[src/rtl/spi_mnrch_burst_if.sv]
// spi_mnrch_burst_if: command strobe, word data and SPI pin bundle for spi_mnrch_burst
interface spi_mnrch_burst_if #(
  parameter int WIDTH = 16,
  parameter int MAX_BURST = 8
);
  localparam int LW = $clog2(MAX_BURST + 1);
  logic wrt;
  logic [LW-1:0] len;
  logic [WIDTH-1:0] wt_data;
  logic [WIDTH-1:0] rd_data;
  logic rd_vld;
  logic wrd_start;
  logic done;
  logic busy;
  logic SS_n;
  logic SCLK;
  logic MOSI;
  logic MISO;
  modport master (
    input wrt, len, wt_data, MISO,
    output SS_n, SCLK, MOSI, rd_data, rd_vld, wrd_start, done, busy
  );
  modport slave (
    output wrt, len, wt_data, MISO,
    input SS_n, SCLK, MOSI, rd_data, rd_vld, wrd_start, done, busy
  );
endinterface

[src/rtl/spi_mnrch_burst.sv]
// spi_mnrch_burst: SPI monarch with configurable word width, SCLK divider and multi-word burst frames
module spi_mnrch_burst #(
  parameter int WIDTH = 16,
  parameter int SCLK_DIV = 32,
  parameter int MAX_BURST = 8
) (
  input logic clk,
  input logic rst_n,
  spi_mnrch_burst_if.master bus
);
  localparam int LW = $clog2(MAX_BURST + 1);
  localparam int CW = $clog2(SCLK_DIV);
  localparam int BW = $clog2(WIDTH + 1);
  localparam logic [CW-1:0] CNT_LAST = CW'(SCLK_DIV - 1);
  localparam logic [CW-1:0] CNT_RISE = CW'(SCLK_DIV / 2 - 1);
  localparam logic [CW-1:0] CNT_FRONT = CW'(3 * SCLK_DIV / 4);
  typedef enum logic [1:0] {IDLE, FRONT, SHIFT} state_t;
  state_t state_q, state_d;
  logic [CW-1:0] cnt_q, cnt_d;
  logic [BW-1:0] bcnt_q, bcnt_d;
  logic [LW-1:0] wcnt_q, wcnt_d;
  logic [WIDTH-1:0] shft_q, shft_d;
  logic [WIDTH-1:0] rd_data_q, rd_data_d;
  logic smpl_q, smpl_d;
  logic rd_vld_q, rd_vld_d;
  logic wrd_start_q, wrd_start_d;
  logic done_q, done_d;
  logic start, rise, wrap, bnd;
  always_comb begin
    start = bus.wrt && bus.len != '0 && bus.len <= LW'(MAX_BURST);
    rise = cnt_q == CNT_RISE;
    wrap = cnt_q == CNT_LAST;
    bnd = state_q == SHIFT && wrap && bcnt_q == BW'(WIDTH);
    state_d = state_q;
    cnt_d = state_q == IDLE ? CNT_FRONT : cnt_q + 1'b1;
    bcnt_d = bcnt_q;
    wcnt_d = wcnt_q;
    shft_d = shft_q;
    smpl_d = smpl_q;
    rd_data_d = rd_data_q;
    rd_vld_d = 1'b0;
    wrd_start_d = 1'b0;
    done_d = 1'b0;
    if (state_q == IDLE && start) begin
      state_d = FRONT;
      shft_d = bus.wt_data;
      wcnt_d = bus.len;
      bcnt_d = '0;
    end
    if (state_q == FRONT && wrap)
      state_d = SHIFT;
    if (state_q == SHIFT) begin
      if (rise) begin
        smpl_d = bus.MISO;
        bcnt_d = bcnt_q + 1'b1;
      end
      if (wrap && bcnt_q < BW'(WIDTH))
        shft_d = {shft_q[WIDTH-2:0], smpl_q};
      if (bnd) begin
        rd_data_d = {shft_q[WIDTH-2:0], smpl_q};
        rd_vld_d = 1'b1;
        bcnt_d = '0;
        wcnt_d = wcnt_q - 1'b1;
        if (wcnt_q > LW'(1)) begin
          shft_d = bus.wt_data;
          wrd_start_d = 1'b1;
        end else begin
          state_d = IDLE;
          done_d = 1'b1;
        end
      end
    end
  end
  always_ff @(posedge clk or negedge rst_n) begin
    if (!rst_n) begin
      state_q <= IDLE;
      cnt_q <= '0;
      bcnt_q <= '0;
      wcnt_q <= '0;
      shft_q <= '0;
      smpl_q <= 1'b0;
      rd_data_q <= '0;
      rd_vld_q <= 1'b0;
      wrd_start_q <= 1'b0;
      done_q <= 1'b0;
    end else begin
      state_q <= state_d;
      cnt_q <= cnt_d;
      bcnt_q <= bcnt_d;
      wcnt_q <= wcnt_d;
      shft_q <= shft_d;
      smpl_q <= smpl_d;
      rd_data_q <= rd_data_d;
      rd_vld_q <= rd_vld_d;
      wrd_start_q <= wrd_start_d;
      done_q <= done_d;
    end
  end
  assign bus.SS_n = state_q == IDLE;
  assign bus.busy = state_q != IDLE;
  assign bus.SCLK = state_q == SHIFT ? cnt_q[CW-1] : 1'b1;
  assign bus.MOSI = shft_q[WIDTH-1];
  assign bus.rd_data = rd_data_q;
  assign bus.rd_vld = rd_vld_q;
  assign bus.wrd_start = wrd_start_q;
  assign bus.done = done_q;
endmodule

[src/flat_wrapper.sv]
// flat-port wrapper written by rule: the top's interface ports become plain ports
module spi_mnrch_burst_flat 
#(
  parameter int WIDTH = 16,
  parameter int SCLK_DIV = 32,
  parameter int MAX_BURST = 8
)
  (clk, rst_n, bus_wrt, bus_len, bus_wt_data, bus_MISO, bus_SS_n, bus_SCLK, bus_MOSI, bus_rd_data, bus_rd_vld, bus_wrd_start, bus_done, bus_busy);
  spi_mnrch_burst_if #(.WIDTH(WIDTH), .MAX_BURST(MAX_BURST)) bus_i ();
  input logic clk;
  input logic rst_n;
  input wire logic [$bits(bus_i.wrt)-1:0] bus_wrt;
  input wire logic [$bits(bus_i.len)-1:0] bus_len;
  input wire logic [$bits(bus_i.wt_data)-1:0] bus_wt_data;
  input wire logic [$bits(bus_i.MISO)-1:0] bus_MISO;
  output wire logic [$bits(bus_i.SS_n)-1:0] bus_SS_n;
  output wire logic [$bits(bus_i.SCLK)-1:0] bus_SCLK;
  output wire logic [$bits(bus_i.MOSI)-1:0] bus_MOSI;
  output wire logic [$bits(bus_i.rd_data)-1:0] bus_rd_data;
  output wire logic [$bits(bus_i.rd_vld)-1:0] bus_rd_vld;
  output wire logic [$bits(bus_i.wrd_start)-1:0] bus_wrd_start;
  output wire logic [$bits(bus_i.done)-1:0] bus_done;
  output wire logic [$bits(bus_i.busy)-1:0] bus_busy;
  assign bus_i.wrt = bus_wrt;
  assign bus_i.len = bus_len;
  assign bus_i.wt_data = bus_wt_data;
  assign bus_i.MISO = bus_MISO;
  assign bus_SS_n = bus_i.SS_n;
  assign bus_SCLK = bus_i.SCLK;
  assign bus_MOSI = bus_i.MOSI;
  assign bus_rd_data = bus_i.rd_data;
  assign bus_rd_vld = bus_i.rd_vld;
  assign bus_wrd_start = bus_i.wrd_start;
  assign bus_done = bus_i.done;
  assign bus_busy = bus_i.busy;
  spi_mnrch_burst #(.WIDTH(WIDTH), .SCLK_DIV(SCLK_DIV), .MAX_BURST(MAX_BURST)) u_core (.clk(clk), .rst_n(rst_n), .bus(bus_i));
endmodule
[config.mk]
export PLATFORM = sky130hd
export DESIGN_NAME = spi_mnrch_burst_flat
export DESIGN_NICKNAME = d
export VERILOG_FILES = /design/src/rtl/spi_mnrch_burst_if.sv /design/src/rtl/spi_mnrch_burst.sv /design/src/flat_wrapper.sv
export SDC_FILE = /design/constraint.sdc
export NUM_CORES = 1
export LEC_CHECK = 0
export CELL_PAD_IN_SITES_DETAIL_PLACEMENT = 1
export CELL_PAD_IN_SITES_GLOBAL_PLACEMENT = 1
export CORE_ASPECT_RATIO = 2
export CORE_MARGIN = 2
export CORE_UTILIZATION = 35
export DETAILED_ROUTE_END_ITERATION = 6
export PLACE_DENSITY = 0.68
export SLEW_MARGIN = 40
export SYNTH_ARGS = -nofsm -noshare
export SYNTH_HDL_FRONTEND = slang
export SYNTH_SLANG_ARGS = --single-unit
[constraint.sdc]
create_clock -name clk -period 2.38 [get_ports clk]
set_clock_uncertainty 0.1 [all_clocks]
set_input_delay 0.238 -clock clk [delete_from_list [all_inputs] [get_ports clk]]
set_output_delay 0.238 -clock clk [all_outputs]
set_load 0.05 [all_outputs]
Yosys cells after proc, flatten, opt, wreduce, memory -nomap -nowiden
Index checks and enable logic that the tools add are counted.
{"block": "totals", "regBits": 52, "inputBits": 24, "elab_cells": 60, "output_inout_bits": 23}
{"block": "op_classes", "muxes": 27, "eq_ne": 5, "reduce_logical": 12, "magnitude_cmp": 3, "n_addsub": 3}
{"operator": "$mux W16", "n": 5}
{"operator": "$mux W5", "n": 5}
{"operator": "$mux W4", "n": 3}
{"operator": "$add A5 B1 Y5 const B", "n": 2}
{"operator": "$eq A5 B5 Y1 const B", "n": 2}
{"operator": "$mux W2", "n": 5}
{"operator": "$mux W1", "n": 9}
{"operator": "$logic_and A1 B1 Y1", "n": 7}
{"operator": "$eq A5 B4 Y1 const B", "n": 1}
{"operator": "$lt A5 B5 Y1 const B", "n": 1}
{"operator": "$gt A4 B1 Y1 const B", "n": 1}
{"operator": "$le A4 B4 Y1 const B", "n": 1}
{"operator": "$reduce_and A2 Y1", "n": 2}
{"operator": "$reduce_bool A4 Y1", "n": 1}
{"operator": "$sub A4 B1 Y4 const B", "n": 1}
{"operator": "$eq A2 B1 Y1 const B", "n": 1}
{"operator": "$eq A2 B2 Y1 const B", "n": 1}
{"operator": "$logic_not A2 Y1", "n": 1}
{"operator": "$reduce_bool A2 Y1", "n": 1}

Depth between registers and ports, before layout
{"block": "depth", "ltp_word": 9, "mapped_depth": 9, "mapped_depth_nobuf": 8}

Worst setup path before layout
Ideal clock, no wire load.
{"block": "synth_path", "path_type": "register to register", "from": "register u_core.cnt_q[0]", "to": "register u_core.shft_q[10]", "path_slack_ns": 0.154, "required_time_ns": 2.169, "synth_period_minus_slack_ns": 2.226, "arrival_time_ns": 2.015, "n_path_buf": 1, "setup_time_ns": 0.111, "stages_incl_launch_ff": 9, "path_cell_list": "dfrtp_1 > ha_1 > and3_1 > ha_1 > and4b_1 > o311ai_4 > clkbuf_1 > o22ai_1 > a2111oi_2"}
{"block": "synth_via", "elab_chain_len": 6, "elab_cells_between_ends": 8, "classes_between": "eq/ne (1); mux (4); reduce/logical (3)"}
{"item": "from (decl)", "line_no": "spi_mnrch_burst.sv:19", "rtl": "logic [CW-1:0] cnt_q, cnt_d;"}
{"item": "from (signal assigned)", "line_no": "spi_mnrch_burst.sv:88", "rtl": "cnt_q <= cnt_d;"}
{"item": "$eq A5 B5 Y1 *", "line_no": "spi_mnrch_burst.sv:32", "rtl": "wrap = cnt_q == CNT_LAST;"}
{"item": "$logic_and A1 B1 Y1", "line_no": "spi_mnrch_burst.sv:57", "rtl": "if (wrap && bcnt_q < BW'(WIDTH))"}
{"item": "$mux W16", "line_no": "spi_mnrch_burst.sv:57"}
{"item": "$mux W16", "line_no": "spi_mnrch_burst.sv:64", "rtl": "if (wcnt_q > LW'(1)) begin"}
{"item": "$mux W16 *", "line_no": "spi_mnrch_burst.sv:59", "rtl": "if (bnd) begin"}
{"item": "$mux W16 *", "line_no": "spi_mnrch_burst.sv:52", "rtl": "if (state_q == SHIFT) begin"}
{"item": "net u_core.shft_d[10]", "line_no": "spi_mnrch_burst.sv:22", "rtl": "logic [WIDTH-1:0] shft_q, shft_d;"}
{"item": "to (signal assigned)", "line_no": "spi_mnrch_burst.sv:91", "rtl": "shft_q <= shft_d;"}
{"item": "to (decl)", "line_no": "spi_mnrch_burst.sv:22"}
Mark *: on every way through the listed nets, which the timed path passes. The rest lies on a longest branch.
A chain may end at the register's enable or synchronous reset.

Worst setup path after layout
{"block": "layout_path", "from": "register u_core.cnt_q[0]", "to": "register u_core.shft_q[13]"}
Same word-level chain as after synthesis.

==> impl_summary.md <==
Synthesis
Yosys attributes the largest share of cell area to dfrtp_1 45%, nand2_1 7.3%, nor4b_2 6.7%. The number of cells produced by synthesis is 282. The mapped cell area is 0.00292 mm².

The synthesized design contains 0 enable-type register cells. The synthesis-stage register bit count is 52. In this run the mean area of a mapped cell was between 10 and 15 µm². The number of nets produced by synthesis is 313. In the synthesized netlist the async set-or-reset flop fraction comes to 100%.

The Yosys warning count is 0. The cell accounting for the most synthesized area is dfrtp_1. Summed over its instances, the top area cell type makes up 44.5% of the synthesized netlist area.

The share of the Yosys chip area taken by registers is 44.5%. Counting distinct cell types in the post-synthesis netlist gives 46. For this run, the leading register cell type out of synthesis is dfrtp_1.

Pwr
Of the total power, registers draw 46.9%. The fraction of power spent switching nets is about a fifth. Across the VDD grid, the largest voltage drop is between 300 and 400 µV. For this design the total switching power over the nets is 0.363 mW. After layout, the design draws a total of around 1.9 mW. Combinational logic is responsible for between 4 and 5% of the overall power. Internal power comes to 1.53 mW.

The leakage dissipation is 1.67 nW. The clock network fraction of design power is between 40% and 50%. For this design the ratio of total power to cell area is 496 mW/mm².

Critical path
The standard cell with the maximum stage delay on the critical path is dfrtp_1. The maximum fanout along the worst path is 8. The depth of the worst register-to-register path is 8.

Among cell families on the critical path, the largest total delay comes from compound AO/OA/AOI/OAI gates. Together, buffers and inverters on the worst path number 1. The data arrival at the endpoint of the critical path is 2320 ps. The highest cell delay on the worst timing path is 400 ps. STA classifies the critical path startpoint as a register.

The worst flop-to-flop path startpoint is u_core.cnt_q[0]$_DFF_PN0_. The worst reg2reg path endpoint is u_core.shft_q[13]$_DFF_PN0_. The minimum setup slack among reg-to-reg paths is 140 ps. The signal on the critical path passes through ha_1 -> and3_1 -> ha_4 -> and4b_2 -> o311ai_4 -> buf_4 -> o22ai_1 -> a2111oi_2. At the worst endpoint, the required time is 2460 ps. The kind of capture point of the worst setup path is a register.

The critical path in this run is classified as register to register.

GRT
The global-route wire length before repair is ~13 mm. Global routing finished with a remaining overflow of 0. Entering global routing, the biggest net connects 53 pins. The overall fraction of global-route tracks in use is around a fifth.

The initial antenna violation count was 0. The via count of the first global-routing pass is 2732.

Route
The total wire length is 7.69 mm. In the routed design, unresolved DRC markers number 0. The via count is 2398.

The violation count after the first detailed-route iteration is between 100 and 150. The count of nets left with antenna violations after detail routing is 0. For this run, the detailed router's first-pass iteration total came to 4. In the routed layout, each cell is associated on average with a via count of ~5.5.

Dividing the detail-routed wire length by the instance count gives 17.6 µm.

STA
The highest attainable clock frequency is between 400 and 500 MHz. Hold timing on the final database bottoms out at a slack of -36.6 ps. Setup total negative slack on the finished layout was measured at 0 ps. The setup violation total in the final timing report is 0.

The hold violation total from the final report is 34. The post-route fraction of the period consumed by the critical path is 94.1%. Headroom to the max-slew limit came out at 53.9%.

Setup repair after global routing left no endpoint under its margin. The count of final max-slew check failures is 0. The smallest clock period supported by the final layout is computed as 2240 ps. Setup slack closes at roughly 140 ps. For the pin with the worst max-slew slack, the measured transition is approximately 700 ps.

Die
In this run the count of I/O pins placed on the die edge is 47. The total die area is 0.00914 mm². After floorplanning, the core was divided into 47 placement rows. The total core area is 0.00817 mm². The die outline width is 68.6 µm. Once the floorplan was initialized, standard cells occupied between 30 and 40% of the core.

Measured along the y axis, the die boundary spans 133 µm.

Clocking
After clock tree synthesis, the clock-pin slew on the worst setup and hold paths is ~70 ps. The later-pin clock latency in the skew report is between 200 and 300 ps. Counting every sink on the clock net gives 52. Hold repair after CTS inserted 0 buffers. The number of buffers between clock root and the deepest sink is 2. The CTS tree is built.

TritonCTS created 5 clock buffers. The clock root buffer master is clkbuf_16. The H-tree generated during clock tree synthesis spans 2 levels.

Layout
In the layout the commonest cells are 57 x nand2_1, 52 x dfrtp_1, 43 x clkdlybuf4s50_1. The share of cells above drive strength 1 is 20.3%. The final core area utilization is a little under half. The most frequent standard cell in the layout excluding fill and tap cells is nand2_1. The antenna diode count is 0. From synthesis to final layout, the design area changed by 30.4%. The post-layout net count is 371.

Run status
The run finished, with violations left. The checks that failed: hold timing.

Placement
At the placement stage, the worst setup path has a slack of -24.8 ps. The placer congestion estimate is 0.820. Once detailed placement completed, the half-perimeter wirelength came to 5.58 mm. The port buffer count is 46.

Hold path
The worst hold path class is primary input to async pin.

Job
Max-cap violations in this run came to 0.
-- layer usage --
metal  wire length, µm  up-vias  track usage, %
met1              2900     1195            21.2
met2              4290       59            33.3
li1                  -     1128               -
met4               273        0            8.22
met3               231       16            2.62
met5                 0        -               0
-- worst max path at each step --
stage	cells after the start	end	slack, ps	startpoint
3_5_place_dp	6	u_core.shft_q[2]$_DFF_PN0_	-20	bus_len[0]
6_report	8	u_core.shft_q[13]$_DFF_PN0_	140	u_core.cnt_q[0]$_DFF_PN0_
3_3_place_gp	8	u_core.shft_q[1]$_DFF_PN0_	5	u_core.cnt_q[0]$_DFF_PN0_
4_1_cts	8	u_core.shft_q[1]$_DFF_PN0_	10	u_core.cnt_q[0]$_DFF_PN0_
5_1_grt	8	u_core.wcnt_q[0]$_DFF_PN0_	10	u_core.cnt_q[0]$_DFF_PN0_
2_1_floorplan	8	u_core.shft_q[10]$_DFF_PN0_	150	u_core.cnt_q[0]$_DFF_PN0_
-- worst register-to-register path, cell delays in order (launching register included) --
cell and delay [ps]:
dfrtp_1 400, ha_1 230, and3_1 230, ha_4 190, and4b_2 250, o311ai_4 90
buf_4 240, o22ai_1 100, a2111oi_2 310
-- synthesized netlist by cell type, types with 2 or more instances --
| master | instances |
|---|---|
| buf_6 | 4 |
| o21ai_1 | 2 |
| nand2_1 | 57 |
| nor2b_1 | 2 |
| mux2i_1 | 18 |
| o22ai_1 | 15 |
| nand2b_1 | 4 |
| o21ai_0 | 3 |
| xnor2_1 | 2 |
| clkbuf_1 | 7 |
| nor3b_2 | 2 |
| xor2_1 | 3 |
| inv_1 | 10 |
| dfrtp_1 | 52 |
| and3_1 | 3 |
| inv_2 | 2 |
| a221oi_1 | 2 |
| nand3_1 | 5 |
| a21oi_1 | 5 |
| or3_1 | 3 |
| o221ai_1 | 3 |
| buf_2 | 5 |
| nor2_1 | 20 |
| ha_1 | 7 |
| nand4_1 | 2 |
| a2111oi_2 | 12 |
| nor4b_2 | 13 |
-- per-stage QoR --
step                      cells  instance area (µm²)
final                       438                 3810
after detailed placement    431                 3590
after global placement      431                 3590
after global routing        438                 3810
after floorplan             282                 2920
after CTS                   438                 3780
-- cells by family (layout without fill, tap and decap cells) --
family | count (synthesis) | count (layout) | synth area share [%]
compound gates | 50 | 50 | 15.6
xor+xnor | 5 | 5 | 1.50
fa+ha+maj | 7 | 7 | 3.00
buf+inv | 29 | 87 | 4.97
flops | 52 | 52 | 44.5
simple gates | 120 | 120 | 23.8
mux | 19 | 19 | 6.55
-- final cells by class --
class | instances | area, µm²
Clock buffer | 5 | 125
Clock inverter | 2 | 60.1
Fill cell | 904 | 4360
Inverter | 12 | 47.5
Multi-Input combinational cell | 201 | 1500
Sequential cell | 52 | 1300
Tap cell | 98 | 123
Timing Repair Buffer | 68 | 654
-- state kept, by name, indices dropped and copies added (netlist names) --
register	flops
u_core.bus.rd_data	16
u_core.smpl_q	1
u_core.cnt_q	5
u_core.bus.wrd_start	1
u_core.wcnt_q	4
u_core.shft_q	16
u_core.bcnt_q	5
u_core.bus.done	1
u_core.state_q	2
u_core.bus.rd_vld	1
-- power groups by stage --
stage	sequential, mW	clock, mW	combinational [mW]
6_report	0.887	0.918	0.0846
5_1_grt	0.886	0.976	0.0936
4_1_cts	0.886	0.952	0.0871
3_5_place_dp	0.904	0	0.0863
3_3_place_gp	0.904	0	0.0850
2_1_floorplan	0.903	0	0.00727
-- timing repair --
action / in CTS / in global routing
setup buffers: 0 / 0
setup endpoints to repair: 1 / 11
pin swaps: 0 / 0
resized for setup: 1 / 8
No activity file was read; power rests on OpenSTA's default activity.
